==> src/rtl/sel_toggle.sv <==
// -----------------------------------------------------------------------------
// sel_toggle
//
// Debounced push-button select controller for the downstream 2:1 mux stage.
// The raw button is passed through a two-flop synchronizer and then debounced.
// Each accepted press toggles the registered select `s`. Releases never toggle.
//
// Optional feature, controlled by the macro SEL_AUTO_EN:
//   When defined, an `auto` input and an auto timer are added. While `auto` is
//   high, `s` toggles every AUTO_PERIOD clocks. A debounced press always wins
//   over a simultaneous timer wrap, and a press restarts the timer.
//
// Parameters:
//   DB_CYCLES   - consecutive stable synchronized samples needed to accept a
//                 level change (>= 2)
//   CNT_W       - debounce counter width, 2**CNT_W > DB_CYCLES
//   AUTO_PERIOD - auto toggle period in clocks (>= 2), SEL_AUTO_EN only
//   AUTO_W      - auto timer width, 2**AUTO_W > AUTO_PERIOD, SEL_AUTO_EN only
//
// Ports:
//   clk     in   system clock, rising edge
//   rst     in   synchronous active-high reset
//   btn     in   raw button, asynchronous to clk, may bounce
//   auto    in   auto-alternate enable (SEL_AUTO_EN only)
//   s       out  registered mux select (0 selects a, 1 selects b)
//   s_pulse out  one-cycle pulse coincident with each change of s
//   btn_db  out  registered debounced button level
//
// Handshake: none. All outputs are plain registered levels/pulses; s_pulse is
// valid for exactly the one cycle in which s holds its new value.
// -----------------------------------------------------------------------------
module sel_toggle #(
    parameter int DB_CYCLES   = 1000000,
    parameter int CNT_W       = 20
`ifdef SEL_AUTO_EN
    ,
    parameter int AUTO_PERIOD = 50000000,
    parameter int AUTO_W      = 26
`endif
) (
    input  logic clk,
    input  logic rst,
    input  logic btn,
`ifdef SEL_AUTO_EN
    input  logic auto,
`endif
    output logic s,
    output logic s_pulse,
    output logic btn_db
);

    localparam logic [CNT_W-1:0] CNT_MAX = CNT_W'(DB_CYCLES - 1);
    localparam logic [CNT_W-1:0] CNT_ONE = CNT_W'(1);

    // State is always consistent with (btn_db, cnt != 0); it is kept as its
    // own register so checkers can observe it by name.
    typedef enum logic [1:0] {
        REL       = 2'd0,
        PRESS_CHK = 2'd1,
        HELD      = 2'd2,
        REL_CHK   = 2'd3
    } state_t;

    state_t           state;
    state_t           state_next;
    logic             ff1;
    logic             btn_sync;
    logic [CNT_W-1:0] cnt;
    logic [CNT_W-1:0] cnt_next;
    logic             btn_db_next;
    logic             press;
    logic             toggle;

`ifdef SEL_AUTO_EN
    localparam logic [AUTO_W-1:0] AUTO_MAX = AUTO_W'(AUTO_PERIOD - 1);
    localparam logic [AUTO_W-1:0] AUTO_ONE = AUTO_W'(1);

    logic [AUTO_W-1:0] timer;
    logic [AUTO_W-1:0] timer_next;
`endif

    // Debounce state machine: next state, counter and debounced level.
    always_comb begin
        state_next  = state;
        cnt_next    = '0;
        btn_db_next = btn_db;
        press       = 1'b0;
        case (state)
            REL: begin
                if (btn_sync) begin
                    cnt_next   = CNT_ONE;
                    state_next = PRESS_CHK;
                end
            end
            PRESS_CHK: begin
                if (!btn_sync) begin
                    state_next = REL;
                end else if (cnt == CNT_MAX) begin
                    btn_db_next = 1'b1;
                    state_next  = HELD;
                    press       = 1'b1;
                end else begin
                    cnt_next = cnt + CNT_ONE;
                end
            end
            HELD: begin
                if (!btn_sync) begin
                    cnt_next   = CNT_ONE;
                    state_next = REL_CHK;
                end
            end
            REL_CHK: begin
                if (btn_sync) begin
                    state_next = HELD;
                end else if (cnt == CNT_MAX) begin
                    btn_db_next = 1'b0;
                    state_next  = REL;
                end else begin
                    cnt_next = cnt + CNT_ONE;
                end
            end
            default: begin
                state_next  = REL;
                btn_db_next = 1'b0;
            end
        endcase
    end

    // Select toggle request. A press takes priority over the auto timer so a
    // coincident press and wrap produce a single toggle.
    always_comb begin
        toggle = press;
`ifdef SEL_AUTO_EN
        timer_next = '0;
        if (!press && auto) begin
            if (timer == AUTO_MAX) begin
                toggle = 1'b1;
            end else begin
                timer_next = timer + AUTO_ONE;
            end
        end
`endif
    end

    always_ff @(posedge clk) begin
        if (rst) begin
            ff1      <= 1'b0;
            btn_sync <= 1'b0;
            state    <= REL;
            cnt      <= '0;
            btn_db   <= 1'b0;
            s        <= 1'b0;
            s_pulse  <= 1'b0;
`ifdef SEL_AUTO_EN
            timer    <= '0;
`endif
        end else begin
            ff1      <= btn;
            btn_sync <= ff1;
            state    <= state_next;
            cnt      <= cnt_next;
            btn_db   <= btn_db_next;
            s        <= s ^ toggle;
            s_pulse  <= toggle;
`ifdef SEL_AUTO_EN
            timer    <= timer_next;
`endif
        end
    end

endmodule

==> config.mk <==
export PLATFORM = sky130hd
export DESIGN_NAME = sel_toggle
export DESIGN_NICKNAME = d
export VERILOG_FILES = /design/src/rtl/sel_toggle.sv
export SDC_FILE = /design/constraint.sdc
export NUM_CORES = 1
export LEC_CHECK = 0
export BUFFER_PORTS_ARGS = -buffer_cell sky130_fd_sc_hd__buf_2
export CAP_MARGIN = 20
export CELL_PAD_IN_SITES_DETAIL_PLACEMENT = 1
export CELL_PAD_IN_SITES_GLOBAL_PLACEMENT = 2
export CORE_MARGIN = 10
export CORE_UTILIZATION = 41
export CTS_BUF_LIST = sky130_fd_sc_hd__clkbuf_8
export DETAILED_ROUTE_END_ITERATION = 12
export GPL_ROUTABILITY_DRIVEN = 0
export PLACE_DENSITY = 0.9
export SKIP_LAST_GASP = 1
export SLEW_MARGIN = 20
export SYNTH_ARGS = -nofsm -noshare
export SYNTH_HDL_FRONTEND = slang
export SYNTH_SLANG_ARGS = --single-unit
==> constraint.sdc <==
create_clock -name clk -period 4.17 [get_ports clk]
set_clock_uncertainty 0.05 [all_clocks]
set_input_delay 0.417 -clock clk [delete_from_list [all_inputs] [get_ports clk]]
set_output_delay 0.417 -clock clk [all_outputs]
set_load 0.005 [all_outputs]
======== Word level (Yosys, flattened, before mapping) ========
Index checks and enable logic that the tools add are counted.
word-level totals
  output and inout port bits .............. 3
  bits of input ports ..................... 3
  register bits ........................... 27
  word-level logic and storage cells ...... 46
operators by class
  muxes and demuxes ....................... 21
  eq/ne operators ......................... 12
  bitwise operators ....................... 1
  reductions and logical operators ........ 4
  $add $sub $neg .......................... 1
operators with widths
  operator                 number
  $pmux W20 S4             1
  $mux W20                 3
  $add A20 B1 Y20 const B  1
  $eq A20 B20 Y1 const B   1
  $mux W2                  6
  $ne A2 B2 Y1 const B     6
  $mux W1                  9
  $pmux W2 S4              1
  $ne A3 B3 Y1 const B     2
  $reduce_and A5 Y1        1
  $eq A2 B2 Y1 const B     2
  $reduce_and A4 Y1        1
  $eq A2 B1 Y1 const B     1
  $logic_not A2 Y1         1
  $pmux W1 S2              1
  $reduce_bool A2 Y1       1
  $xor A1 B1 Y1            1

======== Logic depth before layout (Yosys ltp) ========
  depth after elaboration ................. 5
  mapped depth ............................ 7
  mapped depth without buffers ............ 5

======== Worst setup path before layout ========
Ideal clock, no wire load.
  path type ............................... register to register
  start ................................... register cnt[0]
  end ..................................... register cnt[10]
  arrival time ............................ 1.957 ns
  required time ........................... 4.005 ns
  setup slack ............................. 2.049 ns
  library setup time ...................... 0.115 ns
  cell stages (with the launch flop) ...... 8
  buffers on the path ..................... 2
  cells stage by stage .................... dfxtp_1 > ha_1 > nand3_2 > or4_1 > buf_2 > o2111ai_2 > buf_4 > nor2_1
between the ends
  word-level cells in the longest chain between the ends .. 4
  elaborated cells on any way between the ends .. 6
  classes of those cells .................. add/sub: 1; eq/ne: 1; mux: 4
RTL lines
  what                                                      line     source
  from (decl)                                               68       logic [CNT_W-1:0] cnt;
  from (signal assigned)                                    161      cnt <= cnt_next;
  $add A20 B1 Y20 / $eq A20 B20 Y1 (equally long branches)  --
  $mux W20 *                                                98, 115
  $mux W20, on equally long branches                        113, 96
  $pmux W20 S4 *                                            88       case (state)
Every way passes the cells marked *; elsewhere a longest branch is shown, timed or not.
A chain may end at the register's enable or synchronous reset.

======== Worst setup path after layout ========
  start ................................... register cnt[0]
  end ..................................... register cnt[8]
The elaborated chain is that of the path after synthesis.

==> impl_results.html <==
<table>
<tr><th>Metric</th><th>Value</th></tr>
<tr><th colspan="2">Setup path</th></tr>
<tr><td>Critical path type</td><td>flip-flop to flip-flop</td></tr>
<tr><td>Slowest library cell on the worst path</td><td>o2111ai_2</td></tr>
<tr><td>Largest stage delay, worst path</td><td>0.79 ns</td></tr>
<tr><td>Critical path capture point type</td><td>flip-flop</td></tr>
<tr><td>List of cells traversed by the critical path</td><td>ha_1, nand3_2, or4_1, o2111ai_2, nor2_1</td></tr>
<tr><td>Startpoint kind of the worst setup timing path</td><td>flip-flop</td></tr>
<tr><td>Required time of the worst setup path</td><td>4.25 ns</td></tr>
<tr><td>Worst-path maximum fanout</td><td>19</td></tr>
<tr><td>Worst EP arrival</td><td>2.71 ns</td></tr>
<tr><th colspan="2">Power</th></tr>
<tr><td>Areal power density over the cells</td><td>333 nW/um^2</td></tr>
<tr><td>Peak supply drop</td><td>154 uV</td></tr>
<tr><td>Clock network fraction of total power</td><td>35.8%</td></tr>
<tr><td>Logic gate share of total power</td><td>1.6%</td></tr>
<tr><td>Leakage power of the design</td><td>0.363 nW</td></tr>
<tr><td>Switching power</td><td>0.0000884 W</td></tr>
<tr><td>Fraction of power spent switching nets</td><td>21.1%</td></tr>
<tr><td>Internal power summed over all cells</td><td>0.000330 W</td></tr>
<tr><td>Share of total power in sequential cells</td><td>62.6%</td></tr>
<tr><th colspan="2">Route</th></tr>
<tr><td>Number of violations reported at the end of detailed-routing iteration 0</td><td>36</td></tr>
<tr><td>Total Routed Length</td><td>2450 um</td></tr>
<tr><td>Overall via count from detail_route</td><td>935</td></tr>
<tr><td>Vias per cell</td><td>5.47</td></tr>
<tr><td>Avg WL per Cell</td><td>14.4 um</td></tr>
<tr><td>DRC</td><td>0</td></tr>
<tr><td>Final antenna-violating net count</td><td>0</td></tr>
<tr><td>Count of TritonRoute iterations in the first routing pass</td><td>3</td></tr>
<tr><th colspan="2">Timing</th></tr>
<tr><td>Final clock period utilization by the worst path</td><td>63.1%</td></tr>
<tr><td>Number of failing setup endpoints in the final timing report</td><td>0</td></tr>
<tr><td>Slew Limit Headroom</td><td>39.8%</td></tr>
<tr><td>Transition time at the pin with the least slew margin</td><td>0.903 ns</td></tr>
<tr><td>Hold Worst Slack</td><td>0.314 ns</td></tr>
<tr><td>Slew Limit Fails</td><td>0</td></tr>
<tr><td>Hold Fails Final Rpt</td><td>0</td></tr>
<tr><td>Post-layout minimum cycle time</td><td>2.63 ns</td></tr>
<tr><td>Final total negative setup slack</td><td>0 ns</td></tr>
<tr><td>Max Fclk</td><td>380 MHz</td></tr>
<tr><td>Unrepaired setup endpoints after global routing</td><td>no</td></tr>
<tr><th colspan="2">CTS</th></tr>
<tr><td>Clock slew at the register clock pins of the worst setup and hold paths</td><td>0.09 ns</td></tr>
<tr><td>Cts bufs inserted</td><td>3</td></tr>
<tr><td>Number of buffers inserted to repair setup after CTS</td><td>0</td></tr>
<tr><td>Clock buffer depth</td><td>2</td></tr>
<tr><td>CTS Root Buffer Type</td><td>clkbuf_8</td></tr>
<tr><td>Depth of the CTS H-tree</td><td>1</td></tr>
<tr><td>Clock net sink count</td><td>27</td></tr>
<tr><td>Clock latency of the later-clocked register in the worst-skew pair</td><td>0.27 ns</td></tr>
<tr><td>CTS Hold Bufs</td><td>0</td></tr>
<tr><td>Number of gates resized after CTS</td><td>0</td></tr>
<tr><td>TritonCTS clock tree</td><td>built</td></tr>
<tr><th colspan="2">Synth</th></tr>
<tr><td>Most area-hungry cell type in the Yosys netlist</td><td>dfxtp_1</td></tr>
<tr><td>Top cells by area, synth</td><td>dfxtp_1 46%, xnor2_1 6.0%, nor2_1 5.8%</td></tr>
<tr><td>Fraction of post-synthesis cell area in the top cell type by area</td><td>46.5%</td></tr>
<tr><td>Number of unique standard cell types used by synthesis</td><td>29</td></tr>
<tr><td>Yosys warning total</td><td>0</td></tr>
<tr><td>#FFs+latches synth</td><td>27</td></tr>
<tr><td>Net count after synthesis</td><td>138</td></tr>
<tr><td>Mean instance size in the synthesized netlist</td><td>8.68 um^2</td></tr>
<tr><td>Netlist area before placement</td><td>1160 um^2</td></tr>
<tr><td>Number of standard cells after synthesis</td><td>134</td></tr>
<tr><td>Sequential element share of the synthesized area</td><td>46.5%</td></tr>
<tr><th colspan="2">Global routing</th></tr>
<tr><td>Initial antenna violation count</td><td>0</td></tr>
<tr><td>First-pass GRT wire length</td><td>4370 um</td></tr>
<tr><td>Via count of the first global-routing pass</td><td>993</td></tr>
<tr><td>Overall Global Routing Usage</td><td>10.2%</td></tr>
<tr><td>Maximum number of pins on one net before global-route repair</td><td>20</td></tr>
<tr><td>Grt total ovfl</td><td>0</td></tr>
<tr><th colspan="2">Final layout</th></tr>
<tr><td>Multi-input gate area in the final layout</td><td>581 um^2</td></tr>
<tr><td>Share of cells above drive strength 1</td><td>9.29%</td></tr>
<tr><td>Count of inserted antenna diode cells</td><td>0</td></tr>
<tr><td>Most frequent cells in the layout</td><td>27 x dfxtp_1, 18 x nor2_1, 9 x nand2_1, 9 x a21oi_1</td></tr>
<tr><td>Most common library cell in the layout ignoring fill and taps</td><td>dfxtp_1</td></tr>
<tr><td>Sequential standard cell area</td><td>541 um^2</td></tr>
<tr><td>Number of nets in the finished design</td><td>145</td></tr>
<tr><td>Fill cell total of the finished layout</td><td>319</td></tr>
<tr><td>Layout-stage area growth over the synthesis result</td><td>8.06%</td></tr>
<tr><th colspan="2">Floorplanning</th></tr>
<tr><td>I/O pin total</td><td>6</td></tr>
<tr><td>Die outline width</td><td>73.3 um</td></tr>
<tr><td>Row cnt</td><td>19</td></tr>
<tr><td>Chip height</td><td>73.3 um</td></tr>
<tr><td>Core area</td><td>2730 um^2</td></tr>
<tr><td>Die footprint</td><td>5370 um^2</td></tr>
<tr><td>Initial cell density of the core</td><td>42.6%</td></tr>
<tr><th colspan="2">Place</th></tr>
<tr><td>Number of buffers inserted by port buffering</td><td>5</td></tr>
<tr><td>Detail Placement HPWL</td><td>1850 um</td></tr>
<tr><th colspan="2">Job</th></tr>
<tr><td>Maxcap violations</td><td>0</td></tr>
<tr><th colspan="2">Min path</th></tr>
<tr><td>Class of the tightest hold or removal check</td><td>input pin to flip-flop</td></tr>
<tr><th colspan="2">Outcome</th></tr>
<tr><td>Result of the run</td><td>finished, final reports clean</td></tr>
</table>
==> through the flow <==
| stage | total power (W) | cell area (um^2) | setup WS, ns | util, % | std cells |
|---|---|---|---|---|---|
| CTS | 0.000426 | 1260 | 1.50 | 46.0 | 171 |
| floorplan | 0.000271 | 1160 | 2.05 | - | 134 |
| finish | 0.000419 | 1260 | 1.54 | 46.0 | 171 |
| global route | 0.000438 | 1260 | 1.33 | 46.0 | 171 |
| global placement | 0.000274 | 1210 | 1.70 | 44.3 | 167 |
| detailed placement | 0.000275 | 1210 | 1.53 | 44.3 | 167 |
==> metal layers <==
layer	global-route usage, %	vias to the layer above	wire length, um
li1	-	480	-
met1	11.6	447	1160
met2	17.2	4	1200
met3	2.02	4	36
met4	5.70	0	48
met5	0	-	0
==> registers in the layout, summed over array words and instances (netlist names), named ones only <==
signal	flops
s_pulse	1
state	1
btn_db	1
s	1
cnt	20
ff1	1
btn_sync	1
==> cells in the mapped netlist <==
| library cell | n |
|---|---|
| dfxtp_1 | 27 |
| nor2_1 | 18 |
| a21oi_1 | 9 |
| nand2_1 | 9 |
| o21ai_0 | 8 |
| xnor2_1 | 8 |
| inv_1 | 7 |
| or3_1 | 7 |
| nand3_1 | 5 |
| nand4_1 | 5 |
| xor2_1 | 5 |
| or4_1 | 4 |
| nor3_1 | 3 |
| nor2b_1 | 2 |
| nor4_1 | 2 |
| o31ai_1 | 2 |
| a31oi_1 | 1 |
| and4_1 | 1 |
| and4_2 | 1 |
| buf_2 | 1 |
| buf_4 | 1 |
| clkbuf_1 | 1 |
| ha_1 | 1 |
| nand3_2 | 1 |
| nand4b_1 | 1 |
| nor4b_1 | 1 |
| o2111ai_2 | 1 |
| o21bai_1 | 1 |
| or3_2 | 1 |
==> critical path: cells and delay by family (launching register included) <==
| kind | cells | cell delay (ns) |
|---|---|---|
| AO/OA/AOI/OAI | 1 | 0.79 |
| adder cells (fa/ha/maj) | 1 | 0.25 |
| flip-flops | 1 | 0.41 |
| AND/OR/NAND/NOR | 3 | 0.98 |
==> power groups by stage <==
stage	Sequential [W]	Combinational [W]	Clock, W
2_1_floorplan	0.000267	0.00000368	0
3_3_place_gp	0.000268	0.00000678	0
3_5_place_dp	0.000268	0.00000715	0
4_1_cts	0.000262	0.00000711	0.000157
5_1_grt	0.000262	0.00000800	0.000168
6_report	0.000262	0.00000686	0.000150
==> cell type report <==
type | count | share of cell area [%]
clock buffers | 3 | 3.28
clock inverters | 1 | 0.398
inverters | 7 | 2.09
multi-input cells | 97 | 46.2
flip-flops and latches | 27 | 43.0
well taps | 31 | 3.08
repair buffers | 5 | 1.99
==> cells by family (layout without fill, tap and decap cells) <==
group | Yosys count | in the layout | share of synthesized area (%)
AND/OR/NAND/NOR | 61 | 61 | 28.0
flip-flops | 27 | 27 | 46.5
XOR/XNOR | 13 | 13 | 9.79
AO/OA/AOI/OAI | 22 | 22 | 11.1
adder cells (fa/ha/maj) | 1 | 1 | 1.08
buffers and inverters | 10 | 16 | 3.66
==> final timing paths <==
kind | end | depth (start not counted) | slack, ns | start
max | cnt[8]$_SDFF_PP0_ | 5 | 1.54 | cnt[0]$_SDFF_PP0_
min | ff1$_SDFF_PP0_ | 2 | 0.31 | btn
max reg2reg | cnt[8]$_SDFF_PP0_ | 5 | 1.54 | cnt[0]$_SDFF_PP0_
min reg2reg | btn_sync$_SDFF_PP0_ | 1 | 0.42 | ff1$_SDFF_PP0_
Note: power is estimated with default switching activity, not from simulation.
